## src/rtl/gray_bin_arbiter_pkg.sv

```systemverilog
// Shared types and constants for the two-requester Gray-to-binary arbiter.
package gray_bin_pkg;

    localparam int DEFAULT_WIDTH = 4;

    localparam logic REQ_0 = 1'b0;
    localparam logic REQ_1 = 1'b1;

    typedef enum logic [1:0] {
        IDLE = 2'd0,
        CONV = 2'd1,
        DONE = 2'd2
    } state_t;

endpackage

```

## src/rtl/gray_bin_arbiter_if.sv

```systemverilog
// Request/grant/result bundle between the requesters (master) and the arbiter (slave).
interface gray_bin_arbiter_if
    import gray_bin_pkg::*;
#(
    parameter int WIDTH = DEFAULT_WIDTH
);
    logic             req0;
    logic [WIDTH-1:0] g0_in;
    logic             req1;
    logic [WIDTH-1:0] g1_in;
    logic             gnt0;
    logic             gnt1;
    logic             busy;
    logic             done;
    logic             done_id;
    logic [WIDTH-1:0] b_out;

    modport master (
        output req0, g0_in, req1, g1_in,
        input  gnt0, gnt1, busy, done, done_id, b_out
    );

    modport slave (
        input  req0, g0_in, req1, g1_in,
        output gnt0, gnt1, busy, done, done_id, b_out
    );
endinterface

```

## src/rtl/gray_bin_arbiter_engine.sv

```systemverilog
// Bit-serial Gray-to-binary converter: one result bit per step, MSB first.
module gray_serial_engine #(
    parameter int WIDTH = 4
) (
    input  logic             clk,
    input  logic             rst,
    input  logic             i_load,
    input  logic             i_step,
    input  logic [WIDTH-1:0] i_gray,
    output logic [WIDTH-1:0] o_result,
    output logic             o_last_bit
);
    localparam int             IW      = (WIDTH > 1) ? $clog2(WIDTH) : 1;
    localparam logic [IW-1:0]  IDX_TOP = IW'(WIDTH - 1);

    logic [WIDTH-1:0] r_gray;
    logic [WIDTH-1:0] r_result;
    logic [IW-1:0]    r_idx;
    logic             w_bit;

    // The previously resolved bit sits in r_result[0]; it is zero before the MSB step.
    assign w_bit      = r_result[0] ^ r_gray[WIDTH-1];
    assign o_result   = r_result;
    assign o_last_bit = (r_idx == '0);

    always_ff @(posedge clk) begin
        if (rst) begin
            r_gray   <= '0;
            r_result <= '0;
            r_idx    <= IDX_TOP;
        end else if (i_load) begin
            r_gray   <= i_gray;
            r_result <= '0;
            r_idx    <= IDX_TOP;
        end else if (i_step) begin
            r_gray   <= r_gray << 1;
            r_result <= (r_result << 1) | WIDTH'(w_bit);
            if (r_idx != '0) begin
                r_idx <= r_idx - 1'b1;
            end
        end
    end

endmodule

```

## src/rtl/gray_bin_arbiter.sv

```systemverilog
// Round-robin arbiter between two requesters sharing one bit-serial Gray-to-binary engine.
//   state | meaning
//   IDLE  | sample requests, grant and load the winner's Gray word
//   CONV  | resolve one bit per cycle, MSB first
//   DONE  | pulse done, present result, update last_served
module gray_bin_arbiter
    import gray_bin_pkg::*;
#(
    parameter int WIDTH = DEFAULT_WIDTH
) (
    input logic                clk,
    input logic                rst,
    gray_bin_arbiter_if.slave  bus
);
    state_t           r_state;
    state_t           w_next;
    logic             r_gnt0;
    logic             r_gnt1;
    logic             r_done_id;
    logic             r_last_served;
    logic [WIDTH-1:0] r_b_hold;
    logic [WIDTH-1:0] w_gray;
    logic [WIDTH-1:0] w_result;
    logic             w_any_req;
    logic             w_pick1;
    logic             w_load;
    logic             w_step;
    logic             w_last_bit;
    logic             w_busy;
    logic             w_done;

    assign w_any_req = bus.req0 | bus.req1;
    assign w_pick1   = bus.req1 & (~bus.req0 | (r_last_served == REQ_0));
    assign w_gray    = w_pick1 ? bus.g1_in : bus.g0_in;

    gray_serial_engine #(.WIDTH(WIDTH)) u_engine (
        .clk        (clk),
        .rst        (rst),
        .i_load     (w_load),
        .i_step     (w_step),
        .i_gray     (w_gray),
        .o_result   (w_result),
        .o_last_bit (w_last_bit)
    );

    always_ff @(posedge clk) begin
        if (rst) begin
            r_state <= IDLE;
        end else begin
            r_state <= w_next;
        end
    end

    always_comb begin
        w_next = r_state;
        case (r_state)
            IDLE:    if (w_any_req) w_next = CONV;
            CONV:    if (w_last_bit) w_next = DONE;
            DONE:    w_next = IDLE;
            default: w_next = IDLE;
        endcase
    end

    always_comb begin
        w_load = 1'b0;
        w_step = 1'b0;
        w_busy = 1'b0;
        w_done = 1'b0;
        case (r_state)
            IDLE:    w_load = w_any_req;
            CONV:    begin w_step = 1'b1; w_busy = 1'b1; end
            DONE:    begin w_done = 1'b1; w_busy = 1'b1; end
            default: ;
        endcase
    end

    // last_served resets to requester 1 so requester 0 wins the first contention.
    always_ff @(posedge clk) begin
        if (rst) begin
            r_gnt0        <= 1'b0;
            r_gnt1        <= 1'b0;
            r_done_id     <= REQ_0;
            r_last_served <= REQ_1;
            r_b_hold      <= '0;
        end else if (w_load) begin
            r_gnt0    <= ~w_pick1;
            r_gnt1    <= w_pick1;
            r_done_id <= w_pick1 ? REQ_1 : REQ_0;
        end else if (w_done) begin
            r_gnt0        <= 1'b0;
            r_gnt1        <= 1'b0;
            r_last_served <= r_done_id;
            r_b_hold      <= w_result;
        end
    end

    assign bus.gnt0    = r_gnt0;
    assign bus.gnt1    = r_gnt1;
    assign bus.busy    = w_busy;
    assign bus.done    = w_done;
    assign bus.done_id = r_done_id;
    assign bus.b_out   = w_done ? w_result : r_b_hold;

endmodule
```

## src/flat_wrapper.sv

```systemverilog
// flat-port wrapper written by rule: the top's interface ports become plain ports
module gray_bin_arbiter_flat import gray_bin_pkg::*;
#(
    parameter int WIDTH = DEFAULT_WIDTH
)
  (clk, rst, bus_req0, bus_g0_in, bus_req1, bus_g1_in, bus_gnt0, bus_gnt1, bus_busy, bus_done, bus_done_id, bus_b_out);
  gray_bin_arbiter_if #(.WIDTH(WIDTH)) bus_i ();
  input logic clk;
  input logic rst;
  input wire logic [$bits(bus_i.req0)-1:0] bus_req0;
  input wire logic [$bits(bus_i.g0_in)-1:0] bus_g0_in;
  input wire logic [$bits(bus_i.req1)-1:0] bus_req1;
  input wire logic [$bits(bus_i.g1_in)-1:0] bus_g1_in;
  output wire logic [$bits(bus_i.gnt0)-1:0] bus_gnt0;
  output wire logic [$bits(bus_i.gnt1)-1:0] bus_gnt1;
  output wire logic [$bits(bus_i.busy)-1:0] bus_busy;
  output wire logic [$bits(bus_i.done)-1:0] bus_done;
  output wire logic [$bits(bus_i.done_id)-1:0] bus_done_id;
  output wire logic [$bits(bus_i.b_out)-1:0] bus_b_out;
  assign bus_i.req0 = bus_req0;
  assign bus_i.g0_in = bus_g0_in;
  assign bus_i.req1 = bus_req1;
  assign bus_i.g1_in = bus_g1_in;
  assign bus_gnt0 = bus_i.gnt0;
  assign bus_gnt1 = bus_i.gnt1;
  assign bus_busy = bus_i.busy;
  assign bus_done = bus_i.done;
  assign bus_done_id = bus_i.done_id;
  assign bus_b_out = bus_i.b_out;
  gray_bin_arbiter #(.WIDTH(WIDTH)) u_core (.clk(clk), .rst(rst), .bus(bus_i));
endmodule
```

## config.mk

```make
export PLATFORM = sky130hd
export DESIGN_NAME = gray_bin_arbiter_flat
export DESIGN_NICKNAME = d
export VERILOG_FILES = /design/src/rtl/gray_bin_arbiter_pkg.sv /design/src/rtl/gray_bin_arbiter_if.sv /design/src/rtl/gray_bin_arbiter_engine.sv /design/src/rtl/gray_bin_arbiter.sv /design/src/flat_wrapper.sv
export SDC_FILE = /design/constraint.sdc
export NUM_CORES = 1
export LEC_CHECK = 0
export ABC_AREA = 1
export CORE_ASPECT_RATIO = 1.2
export CORE_MARGIN = 1.5
export CORE_UTILIZATION = 49
export DETAILED_ROUTE_END_ITERATION = 6
export PLACE_DENSITY = 0.87
export SYNTH_ARGS = -nofsm -noshare
export SYNTH_HDL_FRONTEND = slang
export SYNTH_HIERARCHICAL = 1
export SYNTH_SLANG_ARGS = --single-unit
```

## constraint.sdc

```tcl
create_clock -name clk -period 1.9 [get_ports clk]
set_clock_uncertainty 0.15 [all_clocks]
set_input_delay 0.285 -clock clk [delete_from_list [all_inputs] [get_ports clk]]
set_output_delay 0.285 -clock clk [all_outputs]
set_load 0.02 [all_outputs]
```

==> results of run 1 <==
==> per-stage QoR <==
| stage | total power [W] | instance area [um2] | worst slack [ns] |
|---|---|---|---|
| 4_1_cts | 0.00110 | 1300 | 0.00396 |
| 2_1_floorplan | 0.000663 | 1020 | 0.344 |
| 5_1_grt | 0.00115 | 1290 | 0.0231 |
| 3_5_place_dp | 0.000757 | 1260 | -0.0178 |
| 3_3_place_gp | 0.000743 | 1260 | 0.0673 |
| 6_report | 0.00109 | 1290 | 0.0834 |
==> worst max-delay path, delay by kind of cell, from the launching register on <==
family	cells	cell delay [ns]
adders and majority gates	1	0.19
buffers and inverters	3	0.54
DFF	1	0.34
==> path summary, 6_finish.rpt <==
| path | startpoint | endpoint | slack, ns |
|---|---|---|---|
| worst min-delay path | u_core/u_engine/r_gray[0]$_SDFFE_PP0P_ | u_core/u_engine/r_gray[0]$_SDFFE_PP0P_ | 0.33 |
| worst max-delay path | u_core/r_state[0]$_SDFFE_PP0P_ | bus_done | 0.08 |
| worst max register to register | u_core/r_state[1]$_SDFFE_PP0P_ | u_core/r_b_hold[0]$_SDFFE_PP0N_ | 0.27 |
| worst min register to register | u_core/u_engine/r_gray[0]$_SDFFE_PP0P_ | u_core/u_engine/r_gray[0]$_SDFFE_PP0P_ | 0.33 |
==> layer usage <==
metal  part of all wire [%]  GRT usage [%]  vias to the layer above
li1                       -              -                      514
met1                     41           22.7                      448
met2                     54           42.8                       16
met3                    2.9           4.10                        5
met4                    2.3           12.1                        0
met5                      0              0                        -
==> flip-flops by register name, indices dropped and copies added (netlist names) <==
register	flops
u_core/bus.done_id	1
u_core/bus.gnt0	1
u_core/bus.gnt1	1
u_core/r_b_hold	4
u_core/r_last_served	1
u_core/r_state	2
u_core/u_engine/o_result	4
u_core/u_engine/r_gray	4
u_core/u_engine/r_idx	2
==> cells by family (layout without fill, tap and decap cells) <==
logic type / Yosys count / in the layout / share of synthesized area [%]
flops: 20 / 20 / 39.2
fa+ha+maj: 4 / 4 / 4.90
simple gates: 87 / 87 / 37.3
compound gates: 17 / 17 / 9.80
buf+inv: 20 / 47 / 8.82
==> power by group through the flow <==
stage | Sequential, W | Clock, W | Combinational [W]
after global routing | 0.000477 | 0.000369 | 0.000300
after floorplan | 0.000484 | 0 | 0.000179
final | 0.000474 | 0.000351 | 0.000264
after detailed placement | 0.000482 | 0 | 0.000275
after CTS | 0.000474 | 0.000354 | 0.000268
after global placement | 0.000479 | 0 | 0.000264
==> final cells by class <==
cell class / count / area, um2
clock buffers: 3 / 22.5
inverters: 18 / 67.6
repair buffers: 25 / 215
clock inverters: 1 / 30.0
fillers: 165 / 599
multi-input cells: 108 / 533
flip-flops and latches: 20 / 402
well taps: 19 / 23.8
==> layout by cell type (no fill, tap or decap) <==
cell              n
o21ai_0           4
nor3_1            2
inv_2             4
o21ai_1           1
nor2_1           16
bufinv_16         1
clkbuf_4          3
dfxtp_2           1
a21oi_1           8
buf_2             4
nor2_4            2
dlygate4sd2_1     2
ha_1              3
nand2_1          55
nor2_8            1
nand3_1           7
buf_4             5
nand3b_1          1
clkdlybuf4s50_1  14
nand2_2           2
nor2_2            1
inv_1            14
a21oi_2           4
dfxtp_1          19
ha_2              1
==> repair_timing <==
action                                  CTS  global route
hold endpoints to repair                  0             0
endpoints found under the setup margin    6             2
pin swaps                                 0             0
gates cloned                              0             0
resized for setup                        18             3
==> qor.yml, run 1 <==
seqPwrFrac_pct: 43.5
cts_root_buffer: "clkbuf_4"
p_sw_share_pct: 28.9
routabilityCongestion: 0.790
slew-limit-headroom_pct: 64.7
dr.pass1.iters: 6
num-nets-final: 192
crit_required_ns: 1.46
slew_viol_final: 0
vias_per_cell: 5.07
tritoncts: "yes"
cts_max_level: 1
min_path_cells: 2
drv_cap: 0
synth.distinct_cells: 18
clock.fmax_ghz: 0.550
synth_edf_count: 0
hold_viol_final: 0
ys_warn_count: 6
reg2reg_depth: 7
fin_cells: 194
netlist_instances: 148
path_max_fanout: 6
cts_max_path_buffers: 2
synth_seq_area_share_pct: 39.2
power.density_nw_per_um2: 841
vias: 983
antenna_found_initial: 0
track_usage_pct: 22.7
critical_path.max_stage_delay_ns: 0.34
grt_overflow: 0
design.die.area_um2: 2370
syn_area_per_cell_um2: 6.90
min_path_type: "flip-flop to flip-flop"
wirelength_um: 2140
port_buffers: 20
p_int_w: 0.000774
start_util_pct: 53.9
ant_nets: 0
switchingPower_w: 0.000314
tightest_slew_ns: 0.529
rows: 17
irDropWorstVdd_mv: 0.411
yosys_most_used_dff: "dfxtp_1"
violations: "design-rule violations"
insertion_delay_ns: 0.32
place_hpwl_um: 1710
place_inst: 190
yosysTopAreaCell: "dfxtp_1"
yosysMostFrequentCell: "nand2_1"
syn-num-nets: 164
cts_sinks: 20
holdBufCountCts: 0
synth_top_area_share_pct: 39.2
wl_per_cell_um: 11.0
fin_util_pct: 68.3
chipWidth_um: 44.7
setup-tns-final_ns: 0
finalSetupViolations: 0
cts_buffers: 3
num_antenna_cells: 0
core_area_um2: 1890
die_h_um: 53.0
path_clk_slew_ns: 0.12
synth_area_leaders: "dfxtp_1, nand2_1, nor2_1"
io_pins: 21
grt_setup_unrepaired: "false"
drive_gt1_share_pct: 16.6
holdWs_ns: 0.327
p_leak_nw: 0.629
synthTopCellsByCount: "nand2_1, dfxtp_1, nor2_1"
critPathSlowestCell: "dfxtp_2"
pwr-share-clk_pct: 32.2
cp-start-kind: "flip-flop"
post_cts_buffers: 0
drc: 3
synthArstFlopShare_pct: 0
worstPathArrival_ns: 1.38
ys_ff_latch: 20
p_comb_share_pct: 24.2
status: "complete, but fails checks"
area_growth_pct: 26.7
period_minus_slack_ns: 1.82
drt-initial-drc-count: 25
grt_max_degree: 13
fin_crit_sh_pct: 95.6
syn_area_um2: 1020
crit_type: "flip-flop to output port"
grt_pass1_wl_um: 3840
end_kind: "output port"
path_cells: "inv_1, ha_2, buf_4, dlygate4sd2_1"
grt_pass1_vias: 950
Power figures use the tool's default switching activity.
==> inputs of run 2 (changes only) <==
Settings changed: GPL_ROUTABILITY_DRIVEN from default to 1.
==> results of run 2 <==
No change in the layout: final DEF, timing and power equal those of run 1.
==> inputs of run 3 (changes only) <==
Settings changed: CORE_UTILIZATION 49 to 57, DONT_BUFFER_PORTS from default to 1, PLACE_DENSITY 0.87 to 0.82, SYNTH_HIERARCHICAL 1 to default.
==> run 3 against run 2 <==
Cell area is 20% lower. Flip-flop and latch count stayed put. The flow now finishes without violations. Register-to-register slack worse by 0.10 ns. Sequential share of layout area is 7.8 points higher. Core utilization is 5.3 points lower. Largest power group unchanged. Power is 3.5% higher. Routed wire length is 8.1% lower. Setup slack better by 0.033 ns.
==> qor.yml, run 3 <==
synthArstFlopShare_pct: 0  # unchanged
worstPathArrival_ns: 1.35  # was 1.38 ns
synth.distinct_cells: 22  # was 18
chipWidth_um: 41.5  # was 44.7 um
antenna_found_initial: 0  # unchanged
core_area_um2: 1640  # was 1890 um2
setup-tns-final_ns: 0  # unchanged
num-nets-final: 158  # was 192
synth_top_area_share_pct: 39.6  # was 39.2%
cts_sinks: 20  # unchanged
end_kind: "output port"  # unchanged
num_antenna_cells: 0  # unchanged
fin_cells: 158  # was 194
period_minus_slack_ns: 1.78  # was 1.82 ns
pwr-share-clk_pct: 17.2  # was 32.2%
ys_ff_latch: 20  # unchanged
min_path_type: "primary input to flip-flop"  # was flip-flop to flip-flop
grt_setup_unrepaired: "false"  # unchanged
p_comb_share_pct: 35.6  # was 24.2%
synth_area_leaders: "dfxtp_1, nand2_1, nand3_1"  # was dfxtp_1, nand2_1, nor2_1
path_max_fanout: 6  # unchanged
place_hpwl_um: 1470  # was 1710 um
io_pins: 21  # unchanged
yosysMostFrequentCell: "nand2_1"  # unchanged
crit_required_ns: 1.46  # about the same
status: "finished clean"  # was complete, but fails checks
nFillCells: 155  # was 165
holdWs_ns: 0.0375  # was 0.327 ns
power.density_nw_per_um2: 1090  # was 841 nW/um2
crit_type: "flip-flop to output port"  # unchanged
track_usage_pct: 20.9  # was 22.7%
design.die.area_um2: 2040  # was 2370 um2
synthTopCellsByCount: "nand2_1, dfxtp_1, inv_1"  # was nand2_1, dfxtp_1, nor2_1
grt_pass1_wl_um: 3310  # was 3840 um
syn_area_um2: 1010  # was 1020 um2
switchingPower_w: 0.000441  # was 0.000314 W
drc: 0  # was 3
wirelength_um: 1960  # was 2140 um
cts_buffers: 3  # unchanged
cts_max_level: 1  # unchanged
finalSetupViolations: 0  # unchanged
cts_root_buffer: "clkbuf_4"  # unchanged
drive_gt1_share_pct: 14.3  # was 16.6%
post_cts_buffers: 0  # unchanged
dr.pass1.iters: 4  # was 6
grt_max_degree: 15  # was 13
tritoncts: "yes"  # unchanged
start_util_pct: 61.7  # was 53.9%
p_sw_share_pct: 39.1  # was 28.9%
p_int_w: 0.000686  # was 0.000774 W
area_growth_pct: 2.22  # was 26.7%
synth_edf_count: 0  # unchanged
rows: 16  # was 17
slew-limit-headroom_pct: 61.3  # was 64.7%
hold_viol_final: 0  # unchanged
syn_area_per_cell_um2: 7.23  # was 6.90 um2
vias: 840  # was 983
ant_nets: 0  # unchanged
final_cell_mix: "nand2_1, dfxtp_1, inv_1, nand3_1, nor2_1"  # was nand2_1, dfxtp_1, nor2_1
path_clk_slew_ns: 0.11  # was 0.12 ns
insertion_delay_ns: 0.29  # was 0.32 ns
seqPwrFrac_pct: 47.2  # was 43.5%
drv_cap: 0  # unchanged
p_leak_nw: 0.500  # was 0.629 nW
synth_seq_area_share_pct: 39.6  # was 39.2%
port_buffers: 0  # was 20
place_inst: 154  # was 190
cts_max_path_buffers: 2  # unchanged
die_h_um: 49.2  # was 53.0 um
wl_per_cell_um: 12.4  # was 11.0 um
netlist_instances: 140  # was 148
vias_per_cell: 5.32  # was 5.07
clock.fmax_ghz: 0.561  # was 0.550 GHz
irDropWorstVdd_mv: 0.572  # was 0.411 mV
syn-num-nets: 156  # was 164
cp-start-kind: "flip-flop"  # unchanged
grt_overflow: 0  # unchanged
yosysTopAreaCell: "dfxtp_1"  # unchanged
tightest_slew_ns: 0.581  # was 0.529 ns
grt_pass1_vias: 777  # was 950
routabilityCongestion: 0.870  # was 0.790
ys_warn_count: 0  # was 6
drt-initial-drc-count: 19  # was 25
fin_crit_sh_pct: 93.9  # was 95.6%
layout_commonest_cell: "nand2_1"  # unchanged
yosys_most_used_dff: "dfxtp_1"  # unchanged
slew_viol_final: 0  # unchanged
==> run 3: cell count changes after synthesis, sizes merged, moves of 3 or more <==
cell	change
a21oi	-3
buf	+3
nand2	-15
nand3	+8
nand4	+3
nor2	-8
o21ai	+3
==> run 3: worst max-delay path, cell delays in order (launching register included) <==
cell and delay (ns):
dfxtp_2 0.35, inv_1 0.08, ha_1 0.19, buf_4 0.18, nand2_1 0.06, nand2_1 0.19
==> run 3: logic make-up after synthesis <==
group,synth area share [%]
buffers and inverters,11.2
and+or+nand+nor,31.9
xor gates and xnor gates,1.73
AOI/OAI and AO/OA,10.6
adders and majority gates,4.94
DFF,39.6
==> run 3: power groups by stage <==
stage               sequential (W)  combinational, W  clock (W)
floorplan                 0.000532          0.000368          0
global placement          0.000537          0.000382          0
detailed placement        0.000540          0.000395          0
CTS                       0.000530          0.000400   0.000199
global route              0.000539          0.000457   0.000211
finish                    0.000531          0.000401   0.000194
==> run 3: final cells by class <==
| cell class | count | area, um2 | area share (%) |
|---|---|---|---|
| inverters | 18 | 67.6 | 6.53 |
| flip-flops and latches | 20 | 402 | 38.8 |
| well taps | 18 | 22.5 | 2.18 |
| clock buffers | 3 | 22.5 | 2.18 |
| multi-input cells | 97 | 503 | 48.6 |
| repair buffers | 2 | 17.5 | 1.69 |
==> run 3: path summary, 6_finish.rpt <==
kind	start	endpoint	slack, ns	cells past startpoint
worst max-delay path	u_core.r_state[0]$_SDFFE_PP0P_	bus_b_out[3]	0.12	5
worst min register to register	u_core.u_engine.o_result[3]$_SDFFE_PP0P_	u_core.u_engine.o_result[3]$_SDFFE_PP0P_	0.33	2
worst max register to register	u_core.r_state[1]$_SDFFE_PP0P_	u_core.u_engine.o_result[1]$_SDFFE_PP0P_	0.17	7
worst min-delay path	bus_req1	u_core.bus.done_id$_SDFFE_PP0P_	0.04	2
==> run 3: layer usage <==
layer	vias to the layer above	track usage, %	share of wire [%]
li1	443	-	-
met3	4	5.56	6.5
met5	-	0	0
met1	369	24.8	44
met2	24	35.4	48
met4	0	8.06	1.7
==> run 3: metrics by stage <==
step	util [%]	worst slack, ns	power, W	area (um2)
after CTS	62.7	0.0510	0.00113	1030
final	63.0	0.117	0.00113	1030
after global routing	63.0	0.0260	0.00121	1030
after detailed placement	60.7	0.198	0.000935	996
after floorplan	-	0.326	0.000900	1010
after global placement	60.7	0.283	0.000919	996
==> run 3: repair_timing <==
item	in CTS	in global routing
setup endpoints to repair	0	4
hold buffers	1	0
gates resized for setup	0	4
hold endpoints to repair	6	0
